File: src/rtl/wrap_pkg.sv
// Shared types and helpers for the wrapper boundary bank.
package wrap_pkg;

  // Per-edge shift-stage operation, decoded once and shared by every chain.
  typedef enum logic [1:0] {
    WBR_HOLD,
    WBR_SHIFT,
    WBR_CAPTURE
  } wbr_op_t;

  // Width of a counter that must hold the values 0..l.
  function automatic int wbr_cnt_w(input int l);
    return $clog2(l + 1);
  endfunction

endpackage

File: src/rtl/wrapper_chain.sv
// One boundary scan chain: L-bit shift stage plus L-bit update stage.
// With WBR_BYPASS_EN defined, a 1-bit bypass flop can replace the chain on SO.
module wrapper_chain
  import wrap_pkg::*;
#(
  parameter int L = 4
) (
  input  logic          clk,
  input  logic          rst_n,
  input  wbr_op_t       op,
  input  logic          upd_en,
  input  logic [L-1:0]  d,
  input  logic          si,
`ifdef WBR_BYPASS_EN
  input  logic          bypass,
`endif
  output logic          so,
  output logic [L-1:0]  upd_q
);

  logic [L-1:0] shift_q;
  logic [L-1:0] shift_nxt;
  logic         shift_hold;

`ifdef WBR_BYPASS_EN
  logic byp_q;
  assign shift_hold = bypass;
`else
  assign shift_hold = 1'b0;
`endif

  // Next shift value: bits move toward index 0, SI enters the top bit.
  always_comb begin
    shift_nxt        = shift_q >> 1;
    shift_nxt[L-1]   = si;
  end

  // Shift stage: shift has priority over capture; bypass freezes the chain.
  always_ff @(posedge clk or negedge rst_n) begin
    if (!rst_n) begin
      shift_q <= '0;
    end else begin
      case (op)
        WBR_SHIFT:   if (!shift_hold) shift_q <= shift_nxt;
        WBR_CAPTURE: shift_q <= d;
        default:     ;
      endcase
    end
  end

  // Update stage: takes the pre-edge shift value when enabled.
  always_ff @(posedge clk or negedge rst_n) begin
    if (!rst_n) begin
      upd_q <= '0;
    end else if (upd_en) begin
      upd_q <= shift_q;
    end
  end

`ifdef WBR_BYPASS_EN
  // Bypass flop: one-bit scan path used while bypass is asserted.
  always_ff @(posedge clk or negedge rst_n) begin
    if (!rst_n) begin
      byp_q <= 1'b0;
    end else if (op == WBR_SHIFT && bypass) begin
      byp_q <= si;
    end
  end

  assign so = bypass ? byp_q : shift_q[0];
`else
  assign so = shift_q[0];
`endif

endmodule

File: src/rtl/wrapper_boundary_bank.sv
// Bank of scan-wrapper boundary cells organised as CHAINS parallel chains.
// Optional feature macro: WBR_BYPASS_EN (adds BYPASS input and per-chain bypass flops).
module wrapper_boundary_bank
  import wrap_pkg::*;
#(
  parameter int WIDTH  = 8,
  parameter int CHAINS = 1
) (
  input  logic                                  CK,
  input  logic                                  RN,
  input  logic [WIDTH-1:0]                      D,
  output logic [WIDTH-1:0]                      Q,
  input  logic                                  TEST_MODE,
  input  logic                                  SE,
  input  logic                                  CAPTURE,
  input  logic                                  UPDATE,
  input  logic [CHAINS-1:0]                     SI,
  output logic [CHAINS-1:0]                     SO,
`ifdef WBR_BYPASS_EN
  input  logic                                  BYPASS,
`endif
  output logic [wbr_cnt_w(WIDTH/CHAINS)-1:0]    SHIFT_CNT,
  output logic                                  SHIFT_DONE
);

  localparam int L  = WIDTH / CHAINS;
  localparam int CW = wbr_cnt_w(L);
  localparam logic [CW-1:0] CNT_MAX = CW'(L);

  if (WIDTH % CHAINS != 0) begin : g_bad_cfg
    $error("wrapper_boundary_bank: WIDTH must be a multiple of CHAINS");
  end

  wbr_op_t         op;
  logic            upd_en;
  logic            cnt_adv;
  logic [WIDTH-1:0] upd;

  // Operation decode shared by all chains: SE beats CAPTURE.
  always_comb begin
    op = WBR_HOLD;
    if (SE)           op = WBR_SHIFT;
    else if (CAPTURE) op = WBR_CAPTURE;
  end

  assign upd_en = UPDATE & ~SE;

`ifdef WBR_BYPASS_EN
  assign cnt_adv = (op == WBR_SHIFT) & ~BYPASS;
`else
  assign cnt_adv = (op == WBR_SHIFT);
`endif

  // Shift counter: counts shift edges since capture, saturating at L.
  always_ff @(posedge CK or negedge RN) begin
    if (!RN) begin
      SHIFT_CNT <= '0;
    end else if (cnt_adv) begin
      if (SHIFT_CNT != CNT_MAX) SHIFT_CNT <= SHIFT_CNT + 1'b1;
    end else if (op == WBR_CAPTURE) begin
      SHIFT_CNT <= '0;
    end
  end

  assign SHIFT_DONE = (SHIFT_CNT == CNT_MAX);

  for (genvar c = 0; c < CHAINS; c++) begin : g_chain
    wrapper_chain #(
      .L(L)
    ) u_chain (
      .clk    (CK),
      .rst_n  (RN),
      .op     (op),
      .upd_en (upd_en),
      .d      (D[c*L +: L]),
      .si     (SI[c]),
`ifdef WBR_BYPASS_EN
      .bypass (BYPASS),
`endif
      .so     (SO[c]),
      .upd_q  (upd[c*L +: L])
    );
  end

  assign Q = TEST_MODE ? upd : D;

endmodule
File: config.mk
export PLATFORM = sky130hd
export DESIGN_NAME = wrapper_boundary_bank
export DESIGN_NICKNAME = d
export VERILOG_FILES = /design/src/rtl/wrap_pkg.sv /design/src/rtl/wrapper_chain.sv /design/src/rtl/wrapper_boundary_bank.sv
export SDC_FILE = /design/constraint.sdc
export NUM_CORES = 1
export LEC_CHECK = 0
export BUFFER_PORTS_ARGS = -buffer_cell sky130_fd_sc_hd__buf_4
export CAP_MARGIN = 20
export CORE_MARGIN = 1
export CORE_UTILIZATION = 51
export DETAILED_ROUTE_END_ITERATION = 10
export PLACE_DENSITY = 0.9
export SETUP_SLACK_MARGIN = 0.15
export SLEW_MARGIN = 20
export SYNTH_ARGS = -nofsm -noshare
export SYNTH_HDL_FRONTEND = slang
export SYNTH_HIERARCHICAL = 1
export SYNTH_SLANG_ARGS = --single-unit
File: constraint.sdc
create_clock -name CK -period 1.5 [get_ports CK]
set_clock_uncertainty 0.05 [all_clocks]
set_input_delay 0 -clock CK [delete_from_list [all_inputs] [get_ports CK]]
set_output_delay 0 -clock CK [all_outputs]
set_load 0.01 [all_outputs]
==> flow_summary_export.csv <==
group,metric,value,unit
outcome,status,"completed",
power,clock_power_share,0.155,
timing,setup_viol,0,
power,powerDensity,1383,mW/mm^2
finish,final_layout_size_suffix_gt1_frac,0.4662,
timing,rsz0062_at_grt,"no",
synthesis,synth_area,0.001096,sq mm
synthesis,syn_inst,89,
route,num_vias,817,
synthesis,synth.top_cell.area_share,0.4566,
timing,worst_pin_slew,0.4410,ns
route,via_per_inst,5.106,
job,cap_violations,0,
global_route,grt_pass1_wl,4.029,mm
setup_path,crit_path_start_kind,"flop",
timing,finalMaxSlewViolations,0,
synthesis,ys_ff_latch,20,
power,p_comb_frac,0.425,
finish,area_delta_synth_final,36.87,%
power,power_leakage,0.7482,nW
setup_path,arrival,1.45,ns
route,wirelength,2.410,mm
global_route,grt_max_degree,21,
finish,n_antenna_cell,0,
timing,fmaxAchievable,0.7706,GHz
setup_path,cp_data_required_time,1.65,ns
power,seqPwrFrac,0.420,
setup_path,critical_path_class,"flop to flop",
synthesis,yosysSeqAreaShare,0.4566,
power,power,2.075,mW
synthesis,synth_area_leader_cell,"dfrtp_1",
placed_design,place_area,0.001316,sq mm
timing,max_slew_margin,0.7060,
die,die_area,0.002339,sq mm
clock_network,cts.htree.levels,1,
power,p_int,1.386,mW
route,routedWlPerCell,15.06,um
placed_design,dp_hpwl,1.532,mm
route,drtAntennaViolNets,0,
timing,period_share,0.8652,
timing,finalSetupTns,0,ns
finish,finalCoreUtilization,0.7569,
global_route,grt_remaining_overflow,0,
die,chipWidth,48.36,um
clock_network,cts_root_buf,"clkbuf_4",
global_route,grt.total_usage,0.2341,
clock_network,cts_buffers,3,
synthesis,ys_warn_count,6,
hold_path,hold_path_class,"primary input to async pin",
synthesis,synth.avg_cell_area,12.32,sq um
die,core,0.001982,sq mm
die,initial_utilization,0.5530,
die,num_rows,16,
global_route,antenna_found_initial,0,
finish,layout.nets,152,
power,peakVddDrop,0.001073,V
die,ios,29,
power,swShare,0.3322,
die,dieHeight,48.36,um
route,drc,0,
global_route,grt_pass1_vias,875,
route,drt_iter0_markers,8,
setup_path,cp_max_fo,3,
placed_design,place.gp.congestion,0.7623,
synthesis,synthTopCellsByArea,"dfrtp_1 (46%), mux2_4 (12%), mux2i_1 (9.1%), mux2_2 (8.2%), nand2_1 (3.8%)",
clock_network,cts_tree,"done",
finish,stdcell_area,0.001500,sq mm
placed_design,port_buffers,28,
power,power.switching,0.6894,mW
timing,min_period,1.298,ns
clock_network,cts_sinks,20,
setup_path,critPathCaptureType,"flop",
clock_network,clockBufferDepth,2,
timing,hold_viol,0,
clock_network,worstSkewPairLatency,0.31,ns
synthesis,synth_nets,107,
route,firstDrtPassIters,4,
timing,whs,0.03958,ns
synthesis,ys_types,21,
clock_network,clkTransAtPathRegs,0.12,ns
-- cell usage in the layout, fill, tap and decap left out --
cell           netlist  final
nand2b_4             1      1
xor2_1               1      1
mux2_4               9      9
buf_4                0     32
ha_4                 0      1
clkbuf_8             0      1
o21ai_0              1      1
nor2_1               1      1
nand2_1             11     11
dlygate4sd3_1        0     12
nand3_1              1      1
mux2i_1             10     10
nand2_4              1      1
o21ai_1              8      8
nor2_2               1      1
ha_1                 3      2
nor2b_1              2      2
inv_1                4      1
clkbuf_4             0      3
dfrtp_1             20     20
inv_2                1      4
mux2_2               8      8
o31ai_1              1      1
nand3b_4             1      1
-- power groups by stage --
stage	clock, mW	combinational [mW]	sequential, mW
after floorplan	0	0.460	0.876
after global placement	0	0.727	0.873
after detailed placement	0	0.755	0.890
after CTS	0.321	0.882	0.863
after global routing	0.351	0.959	0.895
final	0.321	0.883	0.871
-- area by class of cell --
type / instances / area, sq um
fillers: 134 / 481.7
flip-flops and latches: 20 / 500.5
inverters: 5 / 18.77
clock buffers: 4 / 36.28
repair buffers: 44 / 360.3
well taps: 27 / 33.78
multi-input cells: 60 / 550.5
-- timing repair --
action,in CTS,in global routing
buffers inserted,2,0
resized for setup,3,2
hold buffers,12,0
endpoints found under the setup margin,2,1
endpoints found under the hold margin,31,0
-- flip-flops by register name, indices dropped and copies added, names as in the netlist --
register / count
g_chain.u_chain/shift_q: 8
SHIFT_CNT: 4
g_chain.u_chain/upd_q: 8
-- worst paths after layout --
| path | startpoint | to | slack [ns] | depth (start not counted) |
|---|---|---|---|---|
| worst max-delay path | SHIFT_CNT[1] | SHIFT_CNT[1] | 0.20 | 5 |
| min in group CK | CAPTURE | SHIFT_CNT[2] | 0.05 | 4 |
| worst min register to register | g_chain[0].u_chain/upd_q[0] | g_chain[0].u_chain/upd_q[0] | 0.48 | 1 |
| max in group asynchronous | RN | g_chain[0].u_chain/shift_q[2] | 1.15 | 2 |
| worst max register to register | SHIFT_CNT[1] | SHIFT_CNT[1] | 0.20 | 5 |
| worst min-delay path | RN | g_chain[0].u_chain/shift_q[3] | 0.04 | 2 |
-- Yosys cell counts --
master and n:
buf_2 1, buf_6 3, dfrtp_1 20, ha_1 3
inv_1 4, inv_2 1, mux2_2 8, mux2_4 9
mux2i_1 10, nand2_1 11, nand2_4 1, nand2b_4 1
nand3_1 1, nand3b_4 1, nor2_1 1, nor2_2 1
nor2b_1 2, o21ai_0 1, o21ai_1 8, o31ai_1 1
xor2_1 1
-- worst max-delay path, cell delays in order, from the launching register on --
cell and delay, ns:
dfrtp_1 0.42, inv_2 0.09, ha_4 0.14, nand3b_4 0.10
nand2_4 0.11, mux2_4 0.30
-- metrics by stage --
step                      std cells  worst slack [ns]
after global placement          142            0.1865
after detailed placement        142            0.1115
after floorplan                  89            0.1537
after CTS                       160            0.1812
after global routing            160            0.1598
final                           160            0.2022
-- cells by family (layout without fill, tap and decap cells) --
| family | count (synthesis) | count (layout) | share of synthesized area |
|---|---|---|---|
| AND/OR/NAND/NOR | 19 | 19 | 0.1039 |
| XOR/XNOR | 1 | 1 | 0.007992 |
| flip-flops | 20 | 20 | 0.4566 |
| buffers and inverters | 9 | 53 | 0.05250 |
| multiplexers | 27 | 27 | 0.2968 |
| adder cells (fa/ha/maj) | 3 | 3 | 0.03425 |
| AO/OA/AOI/OAI | 10 | 10 | 0.04794 |
-- routing by layer --
| layer | track usage | up-vias | part of all wire |
|---|---|---|---|
| met4 | 0.1324 | 0 | 0.022 |
| met1 | 0.2744 | 406 | 0.42 |
| met5 | 0 | - | 0 |
| met3 | 0.02830 | 4 | 0.031 |
| met2 | 0.4131 | 17 | 0.53 |
| li1 | - | 390 | - |
(Power assumes the default switching activity.)
